--- config.mk ---
export PLATFORM = sky130hd
export DESIGN_NAME = fp16_sub_normalize
export DESIGN_NICKNAME = d
export VERILOG_FILES = /design/src/rtl/fp16_pkg.sv /design/src/rtl/fp16_round_rne.sv /design/src/rtl/fp16_sub_normalize.sv
export SDC_FILE = /design/constraint.sdc
export NUM_CORES = 1
export LEC_CHECK = 0
export CAP_MARGIN = 20
export CELL_PAD_IN_SITES_DETAIL_PLACEMENT = 1
export CELL_PAD_IN_SITES_GLOBAL_PLACEMENT = 2
export CORE_ASPECT_RATIO = 0.7
export CORE_MARGIN = 3
export CORE_UTILIZATION = 30
export CTS_BUF_LIST = sky130_fd_sc_hd__clkbuf_16
export CTS_CLUSTER_SIZE = 12
export DETAILED_ROUTE_END_ITERATION = 8
export HOLD_SLACK_MARGIN = 0.03
export PLACE_DENSITY = 0.9
export SKIP_CTS_REPAIR_TIMING = 1
export SLEW_MARGIN = 20
export SYNTH_ARGS = -nofsm -noshare
export SYNTH_HDL_FRONTEND = slang
export SYNTH_SLANG_ARGS = --single-unit
--- constraint.sdc ---
create_clock -name CLK -period 2.79 [get_ports CLK]
set_input_delay 0.558 -clock CLK [delete_from_list [all_inputs] [get_ports CLK]]
set_output_delay 0.558 -clock CLK [all_outputs]
set_load 0.1 [all_outputs]
--- src/rtl/fp16_pkg.sv ---
// Shared definitions for the FP16 subtract-normalize path: FSM states and
// format constants.
package fp16_pkg;

  typedef enum logic [1:0] {
    IDLE  = 2'd0,
    SHIFT = 2'd1,
    ROUND = 2'd2,
    DONE  = 2'd3
  } state_t;

  localparam int          EXP_W    = 5;
  localparam int          FRAC_W   = 10;
  localparam int          MANT_W   = 14;
  localparam int          EXP_BIAS = 15;
  localparam logic [4:0]  EXP_MAX  = 5'h1F;
  localparam logic [15:0] QNAN     = 16'h7E00;

endpackage

--- src/rtl/fp16_round_rne.sv ---
// Round-to-nearest-even on a 10-bit fraction with guard/round/sticky bits.
// Carry out of the fraction bumps the exponent; exponent 31 becomes infinity.
module fp16_round_rne
  import fp16_pkg::*;
(
  input  logic [FRAC_W-1:0] frac,
  input  logic              guard,
  input  logic              rnd,
  input  logic              sticky,
  input  logic [EXP_W-1:0]  exp_field,
  output logic [FRAC_W-1:0] frac_rnd,
  output logic [EXP_W-1:0]  exp_rnd
);

  logic              inc;
  logic [FRAC_W:0]   sum;

  always_comb begin
    inc      = guard & (rnd | sticky | frac[0]);
    sum      = {1'b0, frac} + {{FRAC_W{1'b0}}, inc};
    frac_rnd = sum[FRAC_W-1:0];
    exp_rnd  = exp_field;
    // A subnormal carrying into bit 10 becomes the smallest normal (0 -> 1).
    if (sum[FRAC_W]) begin
      frac_rnd = '0;
      if (exp_field != EXP_MAX) exp_rnd = exp_field + 5'd1;
    end
    if (exp_rnd == EXP_MAX) frac_rnd = '0;
  end

endmodule

--- src/rtl/fp16_sub_normalize.sv ---
// Multi-cycle normalizer for an FP16 magnitude difference: shifts left one bit
// per cycle until the integer bit is set or the exponent floor is hit, then rounds.
module fp16_sub_normalize
  import fp16_pkg::*;
(
  input  logic        CLK,
  input  logic        RST_N,
  input  logic        IN_VALID,
  output logic        IN_READY,
  input  logic        EXC_IN,
  input  logic [15:0] EXC_Q,
  input  logic        SIGN_IN,
  input  logic [4:0]  EXP_IN,
  input  logic [13:0] DIFF_MANT,
  output logic        OUT_VALID,
  input  logic        OUT_READY,
  output logic [15:0] Q,
  output logic        EXC
);

  state_t              state;
  logic [3:0]          shift_cnt;
  logic [MANT_W-1:0]   mant;
  logic [EXP_W-1:0]    exp_w;
  logic                sign;
  logic                shift_more;
  logic [FRAC_W-1:0]   frac_rnd;
  logic [EXP_W-1:0]    exp_rnd;

  assign shift_more = !mant[MANT_W-1] && (exp_w > 5'd1) && (shift_cnt != 4'd13);

  fp16_round_rne u_round (
    .frac      (mant[12:3]),
    .guard     (mant[2]),
    .rnd       (mant[1]),
    .sticky    (mant[0]),
    .exp_field (exp_w),
    .frac_rnd  (frac_rnd),
    .exp_rnd   (exp_rnd)
  );

  always_ff @(posedge CLK or negedge RST_N) begin
    if (!RST_N) begin
      state     <= IDLE;
      IN_READY  <= 1'b1;
      OUT_VALID <= 1'b0;
      Q         <= 16'h0000;
      EXC       <= 1'b0;
      shift_cnt <= 4'd0;
    end else begin
      case (state)
        IDLE: begin
          if (IN_VALID) begin
            IN_READY  <= 1'b0;
            shift_cnt <= 4'd0;
            if (EXC_IN) begin
              state     <= DONE;
              OUT_VALID <= 1'b1;
              Q         <= EXC_Q;
              EXC       <= 1'b1;
            end else if (DIFF_MANT == '0) begin
              // Exact cancellation always yields +0 under RNE.
              state     <= DONE;
              OUT_VALID <= 1'b1;
              Q         <= 16'h0000;
              EXC       <= 1'b0;
            end else begin
              state <= SHIFT;
              EXC   <= 1'b0;
            end
          end
        end
        SHIFT: begin
          if (shift_more) shift_cnt <= shift_cnt + 4'd1;
          else            state     <= ROUND;
        end
        ROUND: begin
          Q         <= {sign, exp_rnd, frac_rnd};
          EXC       <= 1'b0;
          OUT_VALID <= 1'b1;
          state     <= DONE;
        end
        DONE: begin
          if (OUT_READY) begin
            state     <= IDLE;
            OUT_VALID <= 1'b0;
            IN_READY  <= 1'b1;
          end
        end
        default: state <= IDLE;
      endcase
    end
  end

  // Datapath registers carry no reset; they are always loaded on accept.
  always_ff @(posedge CLK) begin
    if (state == IDLE && IN_VALID) begin
      mant  <= DIFF_MANT;
      exp_w <= (EXP_IN == 5'd0) ? 5'd1 : EXP_IN;
      sign  <= SIGN_IN;
    end else if (state == SHIFT) begin
      if (shift_more) begin
        mant  <= {mant[MANT_W-2:0], mant[0]};
        exp_w <= exp_w - 5'd1;
      end else if (!mant[MANT_W-1]) begin
        exp_w <= 5'd0;
      end
    end
  end

endmodule

Word level (Yosys, flattened, before mapping)
Cells that the tools add are included.

word-level totals
  flip-flop bits (word level) = 45
  bits in latches = 0
  RAM bits = 0
  memory bits (read-only) = 0
  input bits = 41
  logic and storage cells = 87
  memories = 0

operators by class
  add/subtract/negate cells = 4
  multipliers = 0
  divide/modulo/power cells = 0
  magnitude comparators = 1
  equal/unequal tests = 12
  shift operators = 0
  multiplexer cells = 36
  bitwise logic cells = 3
  reduce and logical (&&, ||, !) cells = 21

operators with widths
  kind                   number
  $mux W16               3
  $mux W14               3
  $mux W5                7
  $pmux W16 S2           1
  $mux W10               2
  $logic_not A14 Y1      1
  $reduce_and A3 Y1      4
  $add A10 B1 Y11        1
  $mux W2                5
  $reduce_bool A2 Y1     5
  $mux W1                8
  $mux W4                2
  $ne A2 B2 Y1 const B   4
  $pmux W2 S4            1
  $pmux W4 S2            1
  $reduce_and A2 Y1      3
  $add A5 B1 Y5 const B  1
  $eq A5 B5 Y1 const B   1
  $gt A5 B1 Y1 const B   1
  $logic_not A5 Y1       1
  $ne A5 B5 Y1 const B   1
  $sub A5 B1 Y5 const B  1
  $add A4 B1 Y4 const B  1
  $eq A2 B2 Y1 const B   2
  13 further kinds       17

Longest topological paths before layout
  depth after elaboration = 8
  mapped depth = 9
  gate-level depth less buffers = 8

Modules after synthesis
From an unflattened synthesis, not the netlist that was laid out.

unflattened totals
  cells, all modules = 308
  area total of the unflattened synthesis = 2892.8 um^2

modules (own cells, without submodules)
  module              times used  cells each  area an instance (um^2)  sequential area each (um^2)
  fp16_sub_normalize  1           240         2383.5                   1227.4
  fp16_round_rne      1           68          509.2                    0.0

Worst setup path after synthesis
Ideal clock, no wire load.

  path type = reg-to-reg
  start = register exp_w[0]
  end = register mant[10], enable pin
  library setup time = 0.401 ns
  arrival = 1.997 ns
  required time = 2.389 ns
  slack = 0.392 ns
  cell stages (with the launch flop) = 5
  clock period less this slack = 2.398 ns
  path through = edfxtp_1 -> ha_1 -> a21oi_1 -> o21ai_1 -> o21ai_0

between the ends
  longest elaborated chain between the ends = 5

RTL lines
  what                                 line                       source
  start: declaration                   fp16_sub_normalize.sv:24   logic [EXP_W-1:0] exp_w;
  start signal: assignment             fp16_sub_normalize.sv:99   exp_w <= (EXP_IN == 5'd0) ? 5'd1 : EXP_IN;
  start signal: assignment             fp16_sub_normalize.sv:104  exp_w <= exp_w - 5'd1;
  $gt A5 B1 Y1                         fp16_sub_normalize.sv:30   assign shift_more = !mant[MANT_W-1] && (exp_w > 5'd1) && (shift_cnt != 4'd13);
  $logic_and A1 B1 Y1 (2 in series)    fp16_sub_normalize.sv:30
  $reduce_bool A2 Y1 (no source line)  -
  $reduce_and A2 Y1 (no source line)   -
  end signal: assignment               fp16_sub_normalize.sv:103  mant <= {mant[MANT_W-2:0], mant[0]};
  end: declaration                     fp16_sub_normalize.sv:23   logic [MANT_W-1:0] mant;

No other way between the ends.
A chain may end at the register's enable or synchronous reset.

Worst setup path in the final report
  start = register mant[3]
  end = register Q[0]

between the ends
  longest elaborated chain between the ends = 7

RTL lines
  what                    line                      source
  $or A1 B1 Y1            fp16_round_rne.sv:19      inc = guard & (rnd | sticky | frac[0]);
  $and A1 B1 Y1           fp16_round_rne.sv:19
  $add A10 B1 Y11 *       fp16_round_rne.sv:20      sum = {1'b0, frac} + {{FRAC_W{1'b0}}, inc};
  $mux W5                 fp16_round_rne.sv:24      if (sum[FRAC_W]) begin
  $eq A5 B5 Y1            fp16_round_rne.sv:28      if (exp_rnd == EXP_MAX) frac_rnd = '0;
  $mux W10 *              fp16_round_rne.sv:28
  $pmux W16 S2 *          fp16_sub_normalize.sv:51  case (state)
  end signal: assignment  fp16_sub_normalize.sv:78  Q <= {sign, exp_rnd, frac_rnd};
  end: declaration        fp16_sub_normalize.sv:17  output logic [15:0] Q,

Every way passes the cells marked *; elsewhere a longest branch is shown, timed or not.

==> out/summary.txt <==
status: complete, no violations
clk_skew: 0.00451 ns
vias in the first global route: 2456
min-delay worst type: flip-flop to flip-flop
Synth cell types: 47
WL final: 7730 um
terminus of the critical flop-to-flop path: Q[0]$_DFFE_PN0P_
Via density: 4.91
Fin Setup TNS: 0 ns
RSZ-0062 raised after global routing: no
ant diodes: 0
clock transition at the registers of the reported paths: 0.06 ns
total grt overflow: 0
Critical Path RT: 2.98 ns
initial drt markers: 145
Startpoint Class: flip-flop
DP Wirelength: 6040 um
clk_lat worst skew: 0.29 ns
core box area: 0.00855 mm^2
num rows: 28
Filler cells: 1028
Final nets: 410
Die Span Y: 85.0 um
Final Hold Vio Count: 0
Final GP Congestion: 0.775
total CTS buffers: 5
Rel. slew slack: 47.7%
Syn Inst Count: 291
H-tree levels: 2
VDD IR max: 0.000449 V
Crit-path slowest cell: nor4b_4
RR Startpoint: mant[3]$_DFFE_PP_
clk buf depth: 2
Tot Pwr: 4.83 mW
Starting Density: 31.3%
Port Buffers: 59
DR pass1 iterations: 4
number of synthesized register bits: 45
largest stage delay on the critical path: 0.39 ns
Mapped Area: 0.00267 mm^2
Worst EP arrival: 2.71 ns
CTS sink cnt: 45
initial antenna violation count: 0
share of cells above drive strength 1: 14.5%
worst hold path startpoint: Q[0]$_DFFE_PN0P_
fin crit share: 90.4%
GRT Total Usage: 15.6%
# DRC: 0
fin crit period: 2.52 ns
max-slew violation count: 0
IO Pins: 60
WHS Endpoint: Q[0]$_DFFE_PN0P_
worst-path cell chain: and2_1 -> ha_1 -> nand4_4 -> nor4b_4 -> mux2_4 -> o31a_4 -> a31o_1 -> o21a_1
pwr dens: 1340 mW/mm^2
Worst Tran Pin Value: 0.777 ns
max_cap viols: 0
worst hold path cell count: 1
Mapped Nets: 343
clk root buf: clkbuf_16
r2r setup slk: 0.27 ns
area leader, netlist: dfrtp_1
Fin Hold WS: 0.515 ns
die width: 119 um
CTS tree: yes
Area Overhead vs Synth: 34.4%
number of flops mapped to enable cells by yosys: 20
top-count cell post-synth: nand2_1
largest net degree at the start of global routing: 35
ranking of synthesized cells by area: dfrtp_1, edfxtp_1, nand2_1
Yosys warnings: 0
DR WL/cell: 16.1 um
R2R depth: 8
P_leak: 1.46 nW
synth cell count leaders: nand2_1, dfrtp_1, nor2_1
Vias: 2354
mean post-synth cell area: 9.19 um^2
post-synthesis sequential area ratio: 45.9%
die area: 0.0101 mm^2
Crit. End Element: flip-flop
ys flop type: dfrtp_1
first-pass GRT wire length: 12700 um
critical path type: flip-flop to flip-flop
worst-path fanout max: 6
remaining antenna violation count: 0
Setup Viol. Count Final: 0
ys async rst share: 55.6%
Max Clk Rate: 396 MHz
post-synth top area share: 22.5%
[placed cells by master, fill, tap and decap left out, types with 5 or more instances in the layout]
cell type and count:
nand3_1 10, a22oi_1 6, o21ai_0 19, nand2_1 64, ha_1 11, a31oi_1 5
inv_1 13, nor4_1 5, dfrtp_1 24, o31ai_1 5, buf_4 30, xnor2_1 6
xor2_1 5, a21oi_1 16, nor2_1 22, edfxtp_1 20, clkdlybuf4s50_1 40, clkbuf_16 6
[stage by stage]
step / setup WS, ns / utilization (%) / area, um^2 / instances
2_1_floorplan: 0.392 / - / 2670 / 291
3_3_place_gp: 0.163 / 40.1 / 3430 / 471
3_5_place_dp: 0.140 / 40.1 / 3430 / 471
4_1_cts: 0.251 / 42.1 / 3590 / 479
5_1_grt: 0.106 / 42.1 / 3590 / 479
6_report: 0.267 / 42.1 / 3590 / 479
[how the worst max path moves through the flow]
stage                            start  slack, ns                 end  depth (start not counted)
floorplan           exp_w[0]$_DFFE_PP_       0.39  mant[10]$_DFFE_PP_                          4
global route         mant[3]$_DFFE_PP_       0.11    Q[0]$_DFFE_PN0P_                          8
global placement          DIFF_MANT[9]       0.16    Q[0]$_DFFE_PN0P_                          8
CTS                  mant[3]$_DFFE_PP_       0.25    Q[0]$_DFFE_PN0P_                          8
finish               mant[3]$_DFFE_PP_       0.27    Q[0]$_DFFE_PN0P_                          8
detailed placement        DIFF_MANT[9]       0.14    Q[0]$_DFFE_PN0P_                          8
[area by class of cell]
cell class / count / area (um^2) / area share (%)
repair buffers: 71 / 646 / 18.0
clock buffers: 6 / 150 / 4.18
flip-flops and latches: 45 / 1230 / 34.1
inverters: 13 / 48.8 / 1.36
multi-input cells: 222 / 1360 / 37.8
clock inverters: 2 / 12.5 / 0.348
well taps: 120 / 150 / 4.18
[cells by family after synthesis]
kind of cell             after synthesis  share of synthesized area [%]
adder cells (fa/ha/maj)               11                           5.15
AND/OR/NAND/NOR                      123                           22.2
multiplexers                           7                           2.90
flip-flops                            45                           45.9
AO/OA/AOI/OAI                         70                           16.8
XOR/XNOR                              11                           3.60
buffers and inverters                 24                           3.46
[state kept, by name (all words and copies together) (netlist names)]
register   flops
shift_cnt      4
Q             16
sign           1
EXC            1
state          2
exp_w          5
mant          14
OUT_VALID      1
IN_READY       1
[metal layers]
layer | part of all wire (%) | track usage [%] | vias to the layer above
met3 | 5.9 | 4.20 | 2
met5 | 0 | 0 | -
met2 | 43 | 24.1 | 60
met1 | 50 | 22.1 | 1122
met4 | 0.49 | 3.36 | 0
li1 | - | - | 1170
[worst max-delay path: cells and delay by family (launching register included)]
family | cells | cell delay, ns
simple gates | 3 | 0.74
flops | 1 | 0.37
fa+ha+maj | 1 | 0.26
mux | 1 | 0.36
compound gates | 3 | 0.68
[power by group]
group | internal [mW] | total [mW] | switching [mW]
Sequential | 1.08 | 1.38 | 0.295
Clock | 0.385 | 0.650 | 0.265
Combinational | 0.826 | 2.80 | 1.97
No activity file was read; power rests on OpenSTA's default activity.
